File: src/rtl/gf233_sqr_seq.sv
// Computes A^(2^K) in GF(2^233), field polynomial x^233 + x^74 + 1, by iterating
// SQ_PER_CYCLE chained squarers over a working register under a valid/ready handshake.
module gf233_sqr_seq #(
    parameter int WIDTH        = 233,
    parameter int SQ_PER_CYCLE = 1,
    parameter int CNT_W        = 8
) (
    input  logic             CLK,
    input  logic             RST_N,
    input  logic [WIDTH-1:0] DIN,
    input  logic [CNT_W-1:0] K,
    input  logic             IN_VALID,
    output logic             IN_READY,
    output logic [WIDTH-1:0] DOUT,
    output logic             OUT_VALID,
    input  logic             OUT_READY,
    output logic             BUSY
);

    typedef enum logic [1:0] {
        IDLE = 2'd0,
        RUN  = 2'd1,
        DONE = 2'd2
    } state_t;

    // Squaring spreads bit i to bit 2i; each high term x^j folds to x^(j-159) + x^(j-233).
    // Folding from the top down lets terms landing above 232 be folded again later.
    function automatic logic [WIDTH-1:0] gf_sqr(input logic [WIDTH-1:0] a);
        logic [2*WIDTH-2:0] t;
        t = '0;
        for (int i = 0; i < WIDTH; i++) begin
            t[2*i] = a[i];
        end
        for (int j = 2*WIDTH-2; j >= WIDTH; j--) begin
            t[j-(WIDTH-74)] = t[j-(WIDTH-74)] ^ t[j];
            t[j-WIDTH]      = t[j-WIDTH] ^ t[j];
        end
        return t[WIDTH-1:0];
    endfunction

    state_t           state_q, state_d;
    logic [WIDTH-1:0] work_q, work_d;
    logic [CNT_W-1:0] rem_q, rem_d;
    logic             out_valid_q, out_valid_d;
    logic             in_ready_q, in_ready_d;
    logic             busy_q, busy_d;

    logic [WIDTH-1:0] sq1_s, sq2_s, sq_sel_s;
    logic [CNT_W-1:0] step_s;
    logic             two_step_s;

    assign sq1_s = gf_sqr(work_q);
    assign sq2_s = gf_sqr(sq1_s);

    // Step size: two squarings only when the second chained stage exists and enough remain.
    always_comb begin
        two_step_s = (SQ_PER_CYCLE == 2) && (rem_q >= CNT_W'(2));
        if (two_step_s) begin
            sq_sel_s = sq2_s;
            step_s   = CNT_W'(2);
        end else begin
            sq_sel_s = sq1_s;
            step_s   = CNT_W'(1);
        end
    end

    // Next-state, datapath and output-flag computation.
    always_comb begin
        state_d = state_q;
        work_d  = work_q;
        rem_d   = rem_q;
        case (state_q)
            IDLE: begin
                if (IN_VALID) begin
                    work_d  = DIN;
                    rem_d   = K;
                    state_d = (K == {CNT_W{1'b0}}) ? DONE : RUN;
                end else begin
                    state_d = IDLE;
                end
            end
            RUN: begin
                work_d  = sq_sel_s;
                rem_d   = rem_q - step_s;
                state_d = (rem_d == {CNT_W{1'b0}}) ? DONE : RUN;
            end
            DONE: begin
                if (OUT_READY) begin
                    state_d = IDLE;
                end else begin
                    state_d = DONE;
                end
            end
            default: begin
                state_d = IDLE;
            end
        endcase
        out_valid_d = (state_d == DONE);
        in_ready_d  = (state_d == IDLE);
        busy_d      = (state_d != IDLE);
    end

    // State, working register and registered handshake flags.
    always_ff @(posedge CLK or negedge RST_N) begin
        if (!RST_N) begin
            state_q     <= IDLE;
            work_q      <= '0;
            rem_q       <= '0;
            out_valid_q <= 1'b0;
            in_ready_q  <= 1'b1;
            busy_q      <= 1'b0;
        end else begin
            state_q     <= state_d;
            work_q      <= work_d;
            rem_q       <= rem_d;
            out_valid_q <= out_valid_d;
            in_ready_q  <= in_ready_d;
            busy_q      <= busy_d;
        end
    end

    assign DOUT      = work_q;
    assign OUT_VALID = out_valid_q;
    assign IN_READY  = in_ready_q;
    assign BUSY      = busy_q;

endmodule

File: config.mk
export PLATFORM = sky130hd
export DESIGN_NAME = gf233_sqr_seq
export DESIGN_NICKNAME = d
export VERILOG_FILES = /design/src/rtl/gf233_sqr_seq.sv
export SDC_FILE = /design/constraint.sdc
export NUM_CORES = 1
export LEC_CHECK = 0
export BUFFER_PORTS_ARGS = -buffer_cell sky130_fd_sc_hd__buf_2
export CELL_PAD_IN_SITES_DETAIL_PLACEMENT = 2
export CELL_PAD_IN_SITES_GLOBAL_PLACEMENT = 2
export CORE_ASPECT_RATIO = 1.4
export CORE_MARGIN = 1
export CORE_UTILIZATION = 30
export CTS_CLUSTER_SIZE = 14
export DETAILED_ROUTE_END_ITERATION = 6
export PLACE_DENSITY = 0.78
export SLEW_MARGIN = 20
export SYNTH_ARGS = -nofsm -noshare
export SYNTH_HDL_FRONTEND = slang
export SYNTH_SLANG_ARGS = --single-unit
File: constraint.sdc
create_clock -name CLK -period 2.5 [get_ports CLK]
set_clock_uncertainty 0.1 [all_clocks]
set_input_delay 0.125 -clock CLK [delete_from_list [all_inputs] [get_ports CLK]]
set_output_delay 0.125 -clock CLK [all_outputs]
set_load 0.05 [all_outputs]
# After elaboration in Yosys (flattened, before gate mapping)
# Cells that the tools add are included.
[totals] word_cells=180 in_bits=245 output_inout_bits=236 reg_bits=246
[op_classes] mux=9 n_reduce_logical=7 bitwise=153 n_eq_ne=4 add_sub_neg=1
[ops] op="case mux 233 bit (2 select lines)" count=1
[ops] op="2-to-1 mux 233 bit" count=1
[ops] op="bitwise XOR 1 bit" count=153
[ops] op="zero test 8 bit" count=2
[ops] op="case mux 8 bit (2 select lines)" count=1
[ops] op="2-to-1 mux 2 bit" count=4
[ops] op="2-to-1 mux 8 bit" count=1
[ops] op="subtractor 8 x 1 -> 8 bit, second input constant" count=1
[ops] op="case mux 2 bit (3 select lines)" count=1
[ops] op="equality test 2 bit, second input constant" count=2
[ops] op="zero test 2 bit" count=2
[ops] op="nonzero test 2 bit" count=2
[ops] op="equality test 2 x 1 -> 1 bit, second input constant" count=1
[ops] op="inequality test 2 bit, second input constant" count=1
[ops] op="AND reduction 2 bit" count=1

# Longest topological paths before layout
# Gate-level depths: netlist of the first run.
[logic_depth] word_depth=5 ltp_mapped=9 mapped_depth_nobuf=6

# Worst setup path before layout of the first run
# Ideal clock, no wire load.
[synth_timing] kind="reg-to-reg" start="register rem_q[0]" end="register state_q[0]" stages_incl_launch_ff=7 setup_slack_ns=0.606 t_arrival_ns=1.651 path_buffers=0 setup_ns=0.143 path_cell_list="dfrtp_1 inv_1 ha_1 or4b_4 o32ai_2 or3_4 a311oi_1"
[synth_between] elab_chain_len=4
[synth_rtl] element="start, declared" line="43" rtl="logic [CNT_W-1:0] rem_q, rem_d;"
[synth_rtl] element="start signal, assigned" line="115" rtl="rem_q <= rem_d;"
[synth_rtl] element="subtractor 8 x 1 -> 8 bit" line="84" rtl="rem_d = rem_q - step_s;"
[synth_rtl] element="zero test 8 bit" line="85" rtl="state_d = (rem_d == {CNT_W{1'b0}}) ? DONE : RUN;"
[synth_rtl] element="2-to-1 mux 2 bit" line="85"
[synth_rtl] element="case mux 2 bit (3 select lines)" line="72" rtl="case (state_q)"
[synth_rtl] element="named net state_d[0]" line="41" rtl="state_t state_q, state_d;"
[synth_rtl] element="end signal, assigned" line="113" rtl="state_q <= state_d;"
[synth_rtl] element="end, declared" line="41"
# The timed path passes the listed nets, and every way through them passes these cells.
# A chain may end at the register's enable or synchronous reset.

# Worst setup path after layout of the first run
# Same ends and word-level chain as after synthesis.

==> results of run 1 <==
[flip-flops by register name (all words and copies together) (netlist names)]
name / flops
DOUT: 233
IN_READY: 1
BUSY: 1
rem_q: 8
OUT_VALID: 1
state_q: 2
[per-layer routing]
layer	up-vias	wire length, um	GRT usage, %
met3	206	3280	4.75
met1	6811	26700	35.5
met5	-	13	0
met4	2	4380	19.5
li1	5706	-	-
met2	585	40100	62.9
[power breakdown]
part | internal [W] | switching [W] | leakage, nW
registers | 0.00611 | 0.00429 | 2.87
logic | 0.00479 | 0.0129 | 6.50
clock network | 0.00220 | 0.00185 | 0.414
total | 0.0131 | 0.0190 | 9.78
[kinds of logic after synthesis]
family / count (synthesis) / synth area share, %
mux: 234 / 18.3
xor+xnor: 152 / 10.4
flops: 246 / 48.1
compound gates: 269 / 10.9
fa+ha+maj: 2 / 0.195
simple gates: 268 / 8.45
buf+inv: 91 / 3.68
[cell type report]
class / count / area (sq um) / share of cell area (%)
flip-flops and latches: 246 / 6160 / 32.2
well taps: 546 / 683 / 3.58
multi-input cells: 925 / 6200 / 32.5
inverters: 7 / 26.3 / 0.138
clock buffers: 37 / 753 / 3.94
repair buffers: 748 / 5190 / 27.2
clock inverters: 9 / 70.1 / 0.367
diodes: 7 / 17.5 / 0.0917
[synth_stat cells (3+ instances only)]
cell      number
a21oi_1       12
buf_2         35
buf_4         21
clkbuf_1      26
dfrtp_1      245
inv_1          6
mux2i_1      234
nand2_1      235
nand2b_1       3
nand3_1        6
nor2_1         7
nor4_1         4
o21ai_0        6
o21ai_1      233
o22ai_1        8
xor2_1       151
[worst max-delay path, delay by kind of cell (launching register included)]
kind,cells,cell delay (ns)
AO/OA/AOI/OAI,2,0.48
AND/OR/NAND/NOR,2,0.66
adder cells (fa/ha/maj),1,0.28
buffers and inverters,1,0.07
flip-flops,1,0.47
[stage by stage]
stage / worst slack [ns] / utilization, % / std cells / power, W
final: 0.305 / 45.4 / 2525 / 0.0321
after floorplan: 0.606 / - / 1262 / 0.0204
after detailed placement: 0.407 / 37.5 / 2227 / 0.0266
after global routing: 0.216 / 45.4 / 2524 / 0.0334
after global placement: 0.515 / 37.5 / 2227 / 0.0260
after CTS: 0.398 / 45.3 / 2518 / 0.0311
[worst min-delay path by stage]
stage	depth (start not counted)	slack, ns	to	start
2_1_floorplan	0	-0.27	BUSY	RST_N
3_3_place_gp	1	-0.001	DOUT[113]	RST_N
3_5_place_dp	1	-0.005	DOUT[113]	RST_N
4_1_cts	2	0.009	DOUT[113]	RST_N
5_1_grt	2	0.04	DOUT[113]	RST_N
6_report	2	-0.01	DOUT[113]	RST_N
[timing repair]
item | CTS | global route
hold buffers | 245 | 0
setup buffers | 0 | 0
hold endpoints to repair | 488 | 0
resized for setup | 0 | 0
==> metrics, run 1 <==
status finished with violations; failing checks hold timing; share of post-route cells with drive strength above 1 28.0%; syn_area_per_cell 10.1 sq um; Setup CP Type flip-flop to flip-flop; routed wire length 74500 um; CP max FO 7; CTS tree yes; Synth Register Bits 246; commonest cells after routing, fill and taps aside buf_2, dfrtp_1, dlygate4sd3_1; R2R setup slack 0.30 ns; Core Region 42100 sq um; final hold vios 4; largest net degree at the start of global routing 102; Pins Over Slew Limit 0; CP required 2.80 ns; Worst VDD drop 0.949 mV; max incr delay on CP 0.47 ns; CP Cell Sequence inv_1 -> ha_1 -> or4b_4 -> o32ai_2 -> or3_4 -> a311oi_1; fin area 19100 sq um; clk root buf clkbuf_16; clock sink count 246; # fillers 4404; DRT antenna net count 0; setup violators final 0; period utilization 87.8%; Synth Instances 1262; number of global-route vias before repair 15434; # rows 89; DR WL/cell 29.5 um; top-area cell type share of the netlist area 47.9%; CTS HTree Levels 1; leading cell type in the layout, fill and taps excluded buf_2; GRT Overall Usage 33.7%; Async SR Flop Fraction 100%; clk buf depth 3; Avg Vias per Cell 5.27; gr ovfl total 0; Synth Warn # 0; Final TNS setup 0 ns; CP startpoint rem_q[0]; Die H 246 um; crit end category flip-flop; Post-Synthesis Net Count 1509; Cell Area, Synth 12800 sq um; Initial Utilization 30.4%; Worst-path clk slew 0.07 ns; routability cong. 0.891; placed cell area 15800 sq um; Iter 0 DRT Violations 717; Worst path slowest cell dfrtp_1; first-pass GRT wire length 106000 um; Leakage 9.78 nW; Worst Path Arrival 2.49 ns; initial antenna violation count 7; launch point of the worst reg-to-reg path rem_q[0]; area growth from synthesis to layout 49.1%; max_slew headroom 58.3%; CTS Buf Count 27; Seq/Total Area, Yosys 48.1%; Post-synth EDFFs 0; Critical Path Sink state_q[0]; FF-to-FF path depth 6; Worst setup SP type flip-flop; Skew-Pair Late Insertion Delay 0.56 ns; Netlist cell types 41; PwrDens 1680 nW/um^2; Hold WS -0.00954 ns; crit path time final 2.20 ns; width of the die 177 um; die area 43500 sq um; num ports 481; Max Cap Viol 0; RSZ-0062 raised after global routing false; r2r endpoint state_q[0]; Synth area leaders dfrtp_1, mux2i_1, xor2_1, o21ai_1, nand2_1; fmax 456 MHz; # DRC 0; Synth area leader dfrtp_1; HP Class primary input to asynchronous set/reset pin; top_reg_cell synth dfrtp_1; slew at the pin with the worst max-slew slack 0.623 ns; First-pass DRT Iterations 5; IO Port Bufs 480; vias 13310; # nets final 2202; HPWL Detailed 47200 um
No activity file was read; power rests on OpenSTA's default activity.
==> run 2, diff against run 1 <==
--- a/config.mk
+++ b/config.mk
@@ -9,10 +9,10 @@
 export CELL_PAD_IN_SITES_DETAIL_PLACEMENT = 2
 export CELL_PAD_IN_SITES_GLOBAL_PLACEMENT = 2
 export CORE_ASPECT_RATIO = 1.4
-export CORE_MARGIN = 1
 export CORE_UTILIZATION = 30
 export CTS_CLUSTER_SIZE = 14
 export DETAILED_ROUTE_END_ITERATION = 6
+export HOLD_SLACK_MARGIN = 0.15
 export PLACE_DENSITY = 0.78
 export SLEW_MARGIN = 20
 export SYNTH_ARGS = -nofsm -noshare
==> run 2 against run 1 <==
The flow now finishes without violations. First-iteration DRC count fell by 6.4%. Count of clock-buffer cells in the layout did not move. Total power about the same. Critical endpoint is now DOUT[0]. Largest cell class unchanged. Highest routed layer is now met4.
==> metrics, run 2 (same netlist as run 1, synthesis figures left out) <==
Post-Route Utilization 45.5%; Final TNS setup 0 ns; gr ovfl total 0; clk root buf clkbuf_16; width of the die 177 um; HP Class primary input to flip-flop; PwrDens 1680 nW/um^2; vias 13377; Core Region 42100 sq um; Skew-Pair Late Insertion Delay 0.57 ns; RSZ-0062 raised after global routing false; period utilization 94.6%; setup violators final 0; Worst path slowest cell dlygate4sd3_1; routability cong. 0.891; HPWL Detailed 47200 um; largest net degree at the start of global routing 102; crit end category flip-flop; Worst Path Arrival 2.75 ns; # Post-CTS Setup Buffers 0; initial antenna violation count 5; Total Power 0.0322 W; max_slew headroom 58.6%; Setup CP Type flip-flop to flip-flop; slew at the pin with the worst max-slew slack 0.618 ns; fmax 423 MHz; crit path time final 2.37 ns; DR WL/cell 29.5 um; commonest cells after routing, fill and taps aside buf_2, dlygate4sd3_1, dfrtp_1; Worst setup SP type flip-flop; # nets final 2207; num ports 481; clock sink count 246; CP Cell Sequence nand2b_4 -> buf_12 -> o22a_1 -> dlygate4sd3_1 -> o22ai_1 -> a21oi_1; Leakage 9.80 nW; DRT antenna net count 0; Iter 0 DRT Violations 671; die area 43500 sq um; IO Port Bufs 480; CTS HTree Levels 1; Avg Vias per Cell 5.29; CP required 2.89 ns; Worst-path clk slew 0.07 ns; Pins Over Slew Limit 0; area growth from synthesis to layout 49.6%; first-pass GRT wire length 106000 um; number of global-route vias before repair 15450; max incr delay on CP 0.57 ns; Initial Utilization 30.4%; routed wire length 74500 um; status complete, no violations; share of post-route cells with drive strength above 1 28.1%; Max Cap Viol 0; leading cell type in the layout, fill and taps excluded buf_2; max FFs per register 233; Die H 246 um; # DRC 0; CTS Buf Count 27; # rows 89; Worst VDD drop 0.999 mV; First-pass DRT Iterations 5; clk buf depth 3; # fillers 4402; GRT Overall Usage 33.7%; CTS tree yes; final hold vios 0; CP max FO 26; R2R setup slack 0.13 ns
-- run 2: changes by cell type in the layout (fill, tap and decap cells not counted), sizes merged --
cell / previous run / this run
dlygate4sd3: 245 / 249
buf: 503 / 504
diode: 7 / 6
-- run 2: power breakdown --
part	internal [W]	switching (W)
Combinational	0.00482	0.0129
Sequential	0.00611	0.00432
Clock	0.00220	0.00186
-- run 2: cell type report --
cell class / count / area [sq um] / share of cell area, %
Multi-Input combinational cell: 925 / 6200 / 32.4
Sequential cell: 246 / 6160 / 32.1
Timing Repair Buffer: 753 / 5260 / 27.4
Clock buffer: 37 / 753 / 3.93
Tap cell: 546 / 683 / 3.57
Clock inverter: 9 / 70.1 / 0.366
Inverter: 7 / 26.3 / 0.137
Antenna cell: 6 / 15.0 / 0.0784
-- run 2: per-stage QoR --
stage	cell area, sq um	hold slack (ns)	setup WS [ns]	cells
detailed placement	15800	-0.00538	0.407	2227
CTS	19100	0.261	0.0361	2523
finish	19200	0.291	0.134	2529
global placement	15800	-0.000970	0.515	2227
floorplan	12800	-0.271	0.606	1262
global route	19200	0.309	0.0892	2528
-- run 2: layer usage --
| layer | track usage, % | up-vias | share of wire [%] |
|---|---|---|---|
| met5 | 0 | - | 0 |
| met2 | 63.0 | 564 | 54 |
| met4 | 19.4 | 0 | 6.0 |
| met3 | 4.75 | 219 | 4.5 |
| li1 | - | 5712 | - |
| met1 | 35.5 | 6882 | 36 |
-- run 2: final timing paths --
path / start / to / depth (start not counted)
max: state_q[1] / DOUT[0] / 6
min: DIN[78] / DOUT[78] / 4
max reg2reg: state_q[1] / DOUT[0] / 6
min reg2reg: DOUT[104] / DOUT[208] / 2
max in group asynchronous: RST_N / DOUT[171] / 4
min in group asynchronous: RST_N / DOUT[57] / 4
-- run 2: critical path: cells and delay by family (launching register included) --
kind | cells | cell delay, ns
simple gates | 1 | 0.40
flops | 1 | 0.52
compound gates | 3 | 0.41
buf+inv | 2 | 0.85
-- run 2: repair_timing --
item	CTS	global route
setup endpoints to repair	0	2
hold buffers	250	0
hold endpoints to repair	491	0
resized for setup	0	1
==> run 3, diff against run 2 <==
--- a/config.mk
+++ b/config.mk
@@ -5,15 +5,16 @@
 export SDC_FILE = /design/constraint.sdc
 export NUM_CORES = 1
 export LEC_CHECK = 0
+export ABC_AREA = 1
 export BUFFER_PORTS_ARGS = -buffer_cell sky130_fd_sc_hd__buf_2
 export CELL_PAD_IN_SITES_DETAIL_PLACEMENT = 2
 export CELL_PAD_IN_SITES_GLOBAL_PLACEMENT = 2
 export CORE_ASPECT_RATIO = 1.4
-export CORE_UTILIZATION = 30
+export CORE_UTILIZATION = 28
 export CTS_CLUSTER_SIZE = 14
 export DETAILED_ROUTE_END_ITERATION = 6
 export HOLD_SLACK_MARGIN = 0.15
-export PLACE_DENSITY = 0.78
+export PLACE_DENSITY = 0.77
 export SLEW_MARGIN = 20
 export SYNTH_ARGS = -nofsm -noshare
 export SYNTH_HDL_FRONTEND = slang
==> run 3 against run 2 <==
Sequential share of layout area is 0.68 points lower. Die area is 8.8% higher. Maximum frequency is 1.0% lower. Clock power is 7.9% higher. Hold slack worse by 0.046 ns. Via count is 20% higher. Combinational power is 32% higher. Critical path type unchanged. Largest power group unchanged.
==> metrics, run 3 <==
Worst path depth 7; Synth area leaders dfrtp_1, nand2_1, inv_1, o21ai_1, o221ai_1; width of the die 184 um; CP max FO 56; IO Port Bufs 480; vias 16028; PwrDens 1900 nW/um^2; GRT Overall Usage 36.8%; Post-synth EDFFs 0; gr ovfl total 0; synth cell count leaders nand2_1, dfrtp_1, inv_1; slew at the pin with the worst max-slew slack 0.856 ns; Post-Route Utilization 42.6%; count leader, synth nand2_1; final hold vios 0; Max Cap Viol 0; num ports 481; status complete, no violations; routability cong. 0.915; HP Class primary input to flip-flop; initial antenna violation count 8; Worst Path Arrival 2.75 ns; die area 47400 sq um; leading cell type in the layout, fill and taps excluded buf_2; Iter 0 DRT Violations 1088; first-pass GRT wire length 126000 um; fin area 19600 sq um; CP Cell Sequence inv_2 -> nor2_8 -> clkinv_2 -> buf_12 -> nand3_1 -> dlygate4sd3_1 -> nand3_1; critical path buffer and inverter count 4; max incr delay on CP 0.56 ns; Worst VDD drop 1.04 mV; Netlist cell types 31; HPWL Detailed 57700 um; syn_area_per_cell 8.35 sq um; Worst path slowest cell dlygate4sd3_1; RSZ-0062 raised after global routing false; CP dominant cell by count nand3_1; DR WL/cell 30.3 um; Die H 257 um; Synth Register Bits 246; clk buf depth 3; Async SR Flop Fraction 100%; Core Region 46000 sq um; CP delay by family, top buffers and inverters; clk root buf clkbuf_16; Synth Warn # 0; largest net degree at the start of global routing 103; Post-Synthesis Net Count 1805; top-area cell type share of the netlist area 47.1%; area growth from synthesis to layout 50.4%; Leakage 9.75 nW; Layout Cells excl Fill 2904; setup violators final 0; max FFs per register 233; WHS Path Cells 5; Avg Vias per Cell 5.52; Worst-path clk slew 0.06 ns; CTS HTree Levels 1; # rows 93; routed wire length 88000 um; # DRC 0; Total Power 0.0372 W; Initial Utilization 28.3%; DRT antenna net count 0; FF-to-FF path depth 7; commonest cells after routing, fill and taps aside buf_2, nand2_1, dlygate4sd3_1; post_cts resized 0; Synth area leader dfrtp_1; Setup CP Type flip-flop to flip-flop; Synth Instances 1558; Seq/Total Area, Yosys 47.3%; fmax 418 MHz; top_reg_cell synth dfrtp_1; placed cell area 16100 sq um; CTS tree yes; share of post-route cells with drive strength above 1 27.0%; max_slew headroom 43.0%; placed cells 2593; Pins Over Slew Limit 0; Cell Area, Synth 13000 sq um; clock sink count 246; Worst setup SP type flip-flop; # nets final 2507; CTS Buf Count 29; crit end category flip-flop; crit path time final 2.39 ns; Skew-Pair Late Insertion Delay 0.58 ns; number of global-route vias before repair 18186; Final TNS setup 0 ns; CP required 2.86 ns; period utilization 95.6%; First-pass DRT Iterations 5
## run 3: path summary, 6_finish.rpt
kind                             from   endpoint  slack (ns)
setup / recovery           state_q[0]   rem_q[6]        0.11
hold / removal               IN_VALID   DOUT[69]        0.24
setup reg to reg           state_q[0]   rem_q[6]        0.11
hold reg to reg              rem_q[0]   rem_q[0]        0.43
max in group asynchronous       RST_N   DOUT[90]        1.26
min in group asynchronous       RST_N  DOUT[106]        0.65
## run 3: cell type report
cell class,count,area (sq um)
clock buffer,41,821
clock inverter,10,105
multi-input combinational,1022,5550
timing repair buffer,774,5430
inverter,187,718
fill,5092,26400
sequential,246,6160
antenna,7,17.5
tap,617,772
## run 3: kinds of logic (layout without fill, tap and decap cells)
logic type	count (synthesis)	after routing	share of synthesized area (%)
AND/OR/NAND/NOR	571	571	18.2
adder cells (fa/ha/maj)	2	2	0.192
XOR/XNOR	18	18	1.21
other	0	7	0
AO/OA/AOI/OAI	431	431	23.0
flip-flops	246	246	47.3
buffers and inverters	290	1012	10.1
## run 3: per-stage QoR
| stage | setup WS (ns) | hold WS (ns) |
|---|---|---|
| after floorplan | 0.886 | -0.271 |
| after global placement | 0.348 | 0.0422 |
| after detailed placement | 0.301 | 0.0374 |
| after CTS | 0.110 | 0.219 |
| after global routing | 0.0318 | 0.282 |
| final | 0.109 | 0.245 |
## run 3: power by group
group	internal [W]	leakage [nW]	switching [W]
logic	0.00618	6.37	0.0171
registers	0.00621	2.92	0.00339
clock network	0.00247	0.454	0.00191
total	0.0149	9.75	0.0224
## run 3: timing repair
action / CTS / global route
hold buffers: 253 / 0
hold endpoints to repair: 491 / 0
setup buffers: 0 / 0
## run 3: routing by layer
layer / part of all wire (%) / GRT usage, % / up-vias
li1: - / - / 6779
met1: 37 / 40.5 / 8151
met2: 49 / 63.4 / 797
met3: 5.9 / 6.10 / 297
met4: 8.1 / 26.8 / 4
met5: 0.031 / 0 / -
## run 3: tightest hold or removal path, delay by kind of cell
family	cells	cell delay, ns
simple gates	3	0.37
buf+inv	2	0.36
